File: src/rtl/sdpram_stream_reader_if.sv
// Handshake and RAM-port bundle for the stream reader: burst control, async-read RAM port, and
// the valid/ready output stream. master is the reader side; slave is the environment side.
interface sdpram_stream_reader_if #(
   parameter int DATAWIDTH = 8,
   parameter int ADDRWIDTH = 8
);
   logic                 start;
   logic [ADDRWIDTH-1:0] start_addr;
   logic [ADDRWIDTH:0]   length;
   logic                 abort;
   logic                 busy;
   logic                 done;
   logic [ADDRWIDTH-1:0] ram_addr;
   logic [DATAWIDTH-1:0] ram_data;
   logic [DATAWIDTH-1:0] out_data;
   logic                 out_valid;
   logic                 out_ready;
   logic                 out_last;

   modport master (
      input  start, start_addr, length, abort, ram_data, out_ready,
      output busy, done, ram_addr, out_data, out_valid, out_last
   );

   modport slave (
      output start, start_addr, length, abort, ram_data, out_ready,
      input  busy, done, ram_addr, out_data, out_valid, out_last
   );
endinterface

File: src/rtl/sdpram_stream_reader.sv
// Streams a burst of words out of an async-read RAM; first word two cycles after start.
// One-entry output register holds under out_ready=0, so the RAM address stalls with it.
module sdpram_stream_reader #(
   parameter int DATAWIDTH = 8,
   parameter int ADDRWIDTH = 8
) (
   input  logic                    clock,
   input  logic                    reset,
   sdpram_stream_reader_if.master  bus
);
   typedef enum logic [1:0] {IDLE, RUN, FLUSH} state_t;

   state_t               state_q, state_d;
   logic [ADDRWIDTH:0]   remaining_q, remaining_d;
   logic [ADDRWIDTH-1:0] ram_addr_q, ram_addr_d;
   logic [DATAWIDTH-1:0] out_data_q, out_data_d;
   logic                 out_valid_q, out_valid_d;
   logic                 out_last_q, out_last_d;
   logic                 done_q, done_d;
   logic                 accept;
   logic                 load;

   always_comb begin
      state_d     = state_q;
      remaining_d = remaining_q;
      ram_addr_d  = ram_addr_q;
      out_data_d  = out_data_q;
      out_valid_d = out_valid_q;
      out_last_d  = out_last_q;
      done_d      = 1'b0;
      accept      = out_valid_q && bus.out_ready;
      load        = (state_q == RUN) && (remaining_q != '0) && (!out_valid_q || bus.out_ready);

      // abort wins over everything except reset, and never produces done
      if (bus.abort && (state_q != IDLE)) begin
         state_d     = IDLE;
         out_valid_d = 1'b0;
         out_last_d  = 1'b0;
         remaining_d = '0;
      end else begin
         case (state_q)
            IDLE: begin
               if (bus.start) begin
                  if (bus.length != '0) begin
                     ram_addr_d  = bus.start_addr;
                     remaining_d = bus.length;
                     state_d     = RUN;
                  end else begin
                     done_d = 1'b1;
                  end
               end
            end
            RUN: begin
               if (load) begin
                  out_data_d  = bus.ram_data;
                  out_valid_d = 1'b1;
                  out_last_d  = (remaining_q == (ADDRWIDTH+1)'(1));
                  ram_addr_d  = ram_addr_q + ADDRWIDTH'(1);
                  remaining_d = remaining_q - (ADDRWIDTH+1)'(1);
                  if (remaining_q == (ADDRWIDTH+1)'(1)) begin
                     state_d = FLUSH;
                  end
               end else if (accept) begin
                  out_valid_d = 1'b0;
                  out_last_d  = 1'b0;
               end
            end
            FLUSH: begin
               if (accept) begin
                  out_valid_d = 1'b0;
                  out_last_d  = 1'b0;
                  done_d      = 1'b1;
                  state_d     = IDLE;
               end
            end
            default: state_d = IDLE;
         endcase
      end
   end

   always_ff @(posedge clock) begin
      if (reset) begin
         state_q     <= IDLE;
         remaining_q <= '0;
         ram_addr_q  <= '0;
         out_data_q  <= '0;
         out_valid_q <= 1'b0;
         out_last_q  <= 1'b0;
         done_q      <= 1'b0;
      end else begin
         state_q     <= state_d;
         remaining_q <= remaining_d;
         ram_addr_q  <= ram_addr_d;
         out_data_q  <= out_data_d;
         out_valid_q <= out_valid_d;
         out_last_q  <= out_last_d;
         done_q      <= done_d;
      end
   end

   assign bus.busy      = (state_q != IDLE);
   assign bus.done      = done_q;
   assign bus.ram_addr  = ram_addr_q;
   assign bus.out_data  = out_data_q;
   assign bus.out_valid = out_valid_q;
   assign bus.out_last  = out_last_q;
endmodule

File: src/flat_wrapper.sv
// flat-port wrapper written by rule: the top's interface ports become plain ports
module sdpram_stream_reader_flat 
#(
   parameter int DATAWIDTH = 8,
   parameter int ADDRWIDTH = 8
)
  (clock, reset, bus_start, bus_start_addr, bus_length, bus_abort, bus_ram_data, bus_out_ready, bus_busy, bus_done, bus_ram_addr, bus_out_data, bus_out_valid, bus_out_last);
  sdpram_stream_reader_if #(.DATAWIDTH(DATAWIDTH), .ADDRWIDTH(ADDRWIDTH)) bus_i ();
  input  logic clock;
  input  logic reset;
  input wire logic [$bits(bus_i.start)-1:0] bus_start;
  input wire logic [$bits(bus_i.start_addr)-1:0] bus_start_addr;
  input wire logic [$bits(bus_i.length)-1:0] bus_length;
  input wire logic [$bits(bus_i.abort)-1:0] bus_abort;
  input wire logic [$bits(bus_i.ram_data)-1:0] bus_ram_data;
  input wire logic [$bits(bus_i.out_ready)-1:0] bus_out_ready;
  output wire logic [$bits(bus_i.busy)-1:0] bus_busy;
  output wire logic [$bits(bus_i.done)-1:0] bus_done;
  output wire logic [$bits(bus_i.ram_addr)-1:0] bus_ram_addr;
  output wire logic [$bits(bus_i.out_data)-1:0] bus_out_data;
  output wire logic [$bits(bus_i.out_valid)-1:0] bus_out_valid;
  output wire logic [$bits(bus_i.out_last)-1:0] bus_out_last;
  assign bus_i.start = bus_start;
  assign bus_i.start_addr = bus_start_addr;
  assign bus_i.length = bus_length;
  assign bus_i.abort = bus_abort;
  assign bus_i.ram_data = bus_ram_data;
  assign bus_i.out_ready = bus_out_ready;
  assign bus_busy = bus_i.busy;
  assign bus_done = bus_i.done;
  assign bus_ram_addr = bus_i.ram_addr;
  assign bus_out_data = bus_i.out_data;
  assign bus_out_valid = bus_i.out_valid;
  assign bus_out_last = bus_i.out_last;
  sdpram_stream_reader #(.DATAWIDTH(DATAWIDTH), .ADDRWIDTH(ADDRWIDTH)) u_core (.clock(clock), .reset(reset), .bus(bus_i));
endmodule
File: config.mk
export PLATFORM = sky130hd
export DESIGN_NAME = sdpram_stream_reader_flat
export DESIGN_NICKNAME = d
export VERILOG_FILES = /design/src/rtl/sdpram_stream_reader_if.sv /design/src/rtl/sdpram_stream_reader.sv /design/src/flat_wrapper.sv
export SDC_FILE = /design/constraint.sdc
export NUM_CORES = 1
export LEC_CHECK = 0
export ABC_AREA = 1
export CORE_MARGIN = 2
export CORE_UTILIZATION = 29
export CTS_CLUSTER_DIAMETER = 40
export DETAILED_ROUTE_END_ITERATION = 10
export GPL_ROUTABILITY_DRIVEN = 1
export PLACE_DENSITY_LB_ADDON = 0.1
export SLEW_MARGIN = 20
export SYNTH_ARGS = -nofsm -noshare
export SYNTH_HDL_FRONTEND = slang
export SYNTH_SLANG_ARGS = --single-unit
File: constraint.sdc
create_clock -name clock -period 3.44 [get_ports clock]
set_input_delay 0.688 -clock clock [delete_from_list [all_inputs] [get_ports clock]]
set_output_delay 0.688 -clock clock [all_outputs]
set_load 0.01 [all_outputs]
==> results.txt <==
For this design, the sink count on the clock tree is 30. The final setup skew is 0.00904 ns. The slew at the pin closest to its max-slew limit came out at 0.574 ns. Across all layers, the routed design uses 1873 vias. Excluding fillers, the count of instances in the completed layout stands at 430.

The data arrival at the endpoint of the critical path came out at 2.46 ns. The average instance in the mapped netlist occupies 6.14 um^2. CTS built an H-tree with a depth of 2. The per-cell via count in the routed design came out at ~4.4. TritonCTS built the clock tree. The row count came out at 29. 50 I/O pins were placed.

The total of cells resized after clock tree synthesis came out at 0. The root buffer selected by CTS is clkbuf_8. The total of buffers placed on input and output ports is 49. The total count of hold-check failures in the final report is 0. The area growth from synthesis to layout is 37.7%. The diode insertion count for antenna repair came out at 0. The worst setup path is launched from a flop. The relative slew slack is 61.7%. After layout, the worst setup slack is 1.17 ns. In this run the deepest clock path goes through 2 buffers. The die boundary height came out at 83.9 um. The gate count after technology mapping is 302. TritonCTS created 5 clock buffers.

The final net count is 389. The flow ran to the end, and the final reports show no timing, DRC or antenna violations. The placed wire-length estimate came out at 3.50 mm.

The accumulated negative setup slack came out at 0 ns. The total of endpoints with negative setup slack in the final report came out at 0. After detailed routing, the average wire length per cell comes to 11.1 um.

The maximum fanout along the worst path is 20. STA classifies the critical path endpoint as a flop. The post-CTS setup buffer count came out at 0. The net count after synthesis came out at 339. The achievable clock frequency came out at 0.440 GHz. The maximum number of pins on one net before global-route repair is 21.

The starting DRC count in detailed routing is roughly 140. The worst-case IR drop observed on VDD is 285 uV. The routed length on met3 is 234 um.

The clock slew at the register clock pins of the worst setup and hold paths came out at about 0.070 ns. Summing internal, switching and leakage power gives 2.04 mW. The final RePlAce weighted congestion is 0.837. The worst setup timing slack at the placement stage came out at 1.12 ns.

The number of maximum-capacitance violations came out at 0. The region available for standard cell placement spans 6280 um^2. The width of the die is 83.9 um.

The sum of met2 wire segment lengths after detailed routing came out at 2.02 mm. The Yosys step of the flow raised 0 warnings. The cell area after synthesis came out at ~1900 um^2. The standard cell area after detailed placement came out at 2410 um^2. The worst endpoint required time came out at 3.63 ns. The detailed-routing wirelength on met1 is 2.45 mm. In this run the remaining antenna-violating nets after routing total 0. The initial antenna violation count was 0.

In this run the static leakage power is 1.21 nW. After synthesis the netlist holds a flip-flop and latch count of 30. The ratio of cells with drive above 1 in the final layout came out at 7.37%. The post-cts hold buffer count is 0. The later-pin clock latency in the skew report came out at 0.29 ns. The final worst hold slack came out at approximately 0.47 ns.

The count of final max-slew check failures is 0. The fill cell total of the finished layout is approximately 660. The number of unique standard cell types used by synthesis is 23. The area of all placed cells without fillers came out at roughly 2600 um^2. The share of synthesized area occupied by flip-flops and latches came out at 32.4%.

Counting I/O delays and the setup requirement, the final critical path takes 2.27 ns. After detailed placement, the design holds a cell count of 422. The critical path in this run is classified as flop to flop. The number of detailed-routing iterations run before antenna repair came out at 4. The overall die area is a little over 7000 um^2. The share of the clock period used by the worst path is 66.0%.

The detailed-route DRC error count came out at 0. The initial utilization of the core area, before any placement, comes to around 30%. The total congestion overflow came out at 0. The wire length of the first global-routing pass came out at between 8 and 9 mm. The global-route usage over all layers came out at between 10% and 20%. Setup repair after global routing left no endpoint under its margin.

For this block, the routed nets add up to 4.76 mm of wire. The number of global-route vias before repair came out at between 1500 and 2000. The path class of the lowest-slack min-delay path is flop to flop. After detailed routing, no signal wire sits above met4.

Dividing total power by cell area gives a power density of 798 nW/um^2. The final design utilization is 40.6%.
## cell usage after synthesis
library cell | count | area, um^2
nand2_1 | 95 | 357
nor2_1 | 65 | 244
dfxtp_1 | 30 | 601
inv_1 | 26 | 97.6
o21ai_0 | 22 | 110
nand3_1 | 17 | 85.1
ha_1 | 7 | 87.6
nand4_1 | 7 | 43.8
inv_2 | 6 | 22.5
a21oi_1 | 5 | 25.0
clkbuf_1 | 5 | 18.8
nor2_2 | 3 | 18.8
buf_6 | 2 | 22.5
nand2_4 | 2 | 22.5
nand3_4 | 2 | 35.0
a31oi_1 | 1 | 6.26
buf_2 | 1 | 5.00
nor2_4 | 1 | 11.3
nor3b_2 | 1 | 12.5
o22ai_1 | 1 | 6.26
or2_1 | 1 | 6.26
or2_2 | 1 | 6.26
xor2_1 | 1 | 8.76
## registers in the layout, indices dropped and copies added (netlist names)
signal and cells:
u_core.bus.ram_addr 8, u_core.bus.out_valid 1, u_core.state_q 2, u_core.bus.out_data 8
u_core.bus.done 1, u_core.bus.out_last 1, u_core.remaining_q 9
## cells in the final DEF, fill, tap and decap left out, types with 3 or more instances in the layout
cell type | synthesis | final
inv_1 | 26 | 26
clkdlybuf4s50_1 | 0 | 49
ha_1 | 7 | 7
a21oi_1 | 5 | 5
nand2_1 | 95 | 95
clkbuf_8 | 0 | 6
nand3_1 | 17 | 17
nand4_1 | 7 | 7
nor2_1 | 65 | 65
inv_2 | 6 | 6
dfxtp_1 | 30 | 30
o21ai_0 | 22 | 22
nor2_2 | 3 | 3
## worst max-delay path, stage by stage, from the launching register on
cell     delay (ns)
dfxtp_1        0.31
inv_1          0.09
ha_1           0.15
buf_4          0.24
inv_1          0.32
nor2_1         0.23
nand2_1        0.15
nor2_2         0.28
inv_1          0.21
nor2_1         0.14
nor2_1         0.05
## metal layers
layer | vias up | track usage [%]
met5 | - | 0
met4 | 0 | 5.13
met3 | 5 | 3.86
met2 | 49 | 22.0
met1 | 781 | 19.5
li1 | 1038 | -
## power by group
part	leakage [nW]	switching (mW)	internal (mW)
logic	0.890	0.604	0.420
clock network	0.0714	0.149	0.309
registers	0.247	0.0882	0.466
## cell families (layout without fill, tap and decap cells)
| kind of cell | after synthesis | count (layout) | share of synthesized area, % |
|---|---|---|---|
| simple gates | 195 | 195 | 45.4 |
| fa+ha+maj | 7 | 7 | 4.73 |
| buf+inv | 40 | 91 | 8.98 |
| xor+xnor | 1 | 1 | 0.473 |
| compound gates | 29 | 29 | 7.97 |
| flops | 30 | 30 | 32.4 |
## worst paths after layout
| path | start | endpoint | slack [ns] | cells after the start |
|---|---|---|---|---|
| min reg2reg | u_core.bus.out_last | u_core.bus.out_last | 0.47 | 2 |
| min | u_core.bus.out_last | u_core.bus.out_last | 0.47 | 2 |
| max reg2reg | u_core.state_q[1] | u_core.bus.out_data[2] | 1.17 | 10 |
| max | u_core.state_q[1] | u_core.bus.out_data[2] | 1.17 | 10 |
## area by class of cell
cell class	count	area, um^2	share of cell area (%)
clock buffers	6	82.6	3.24
clock inverters	2	60.1	2.35
inverters	32	120	4.71
multi-input cells	232	1090	42.6
flip-flops and latches	30	601	23.5
well taps	77	96.3	3.78
repair buffers	51	505	19.8
No activity file was read; power rests on OpenSTA's default activity.
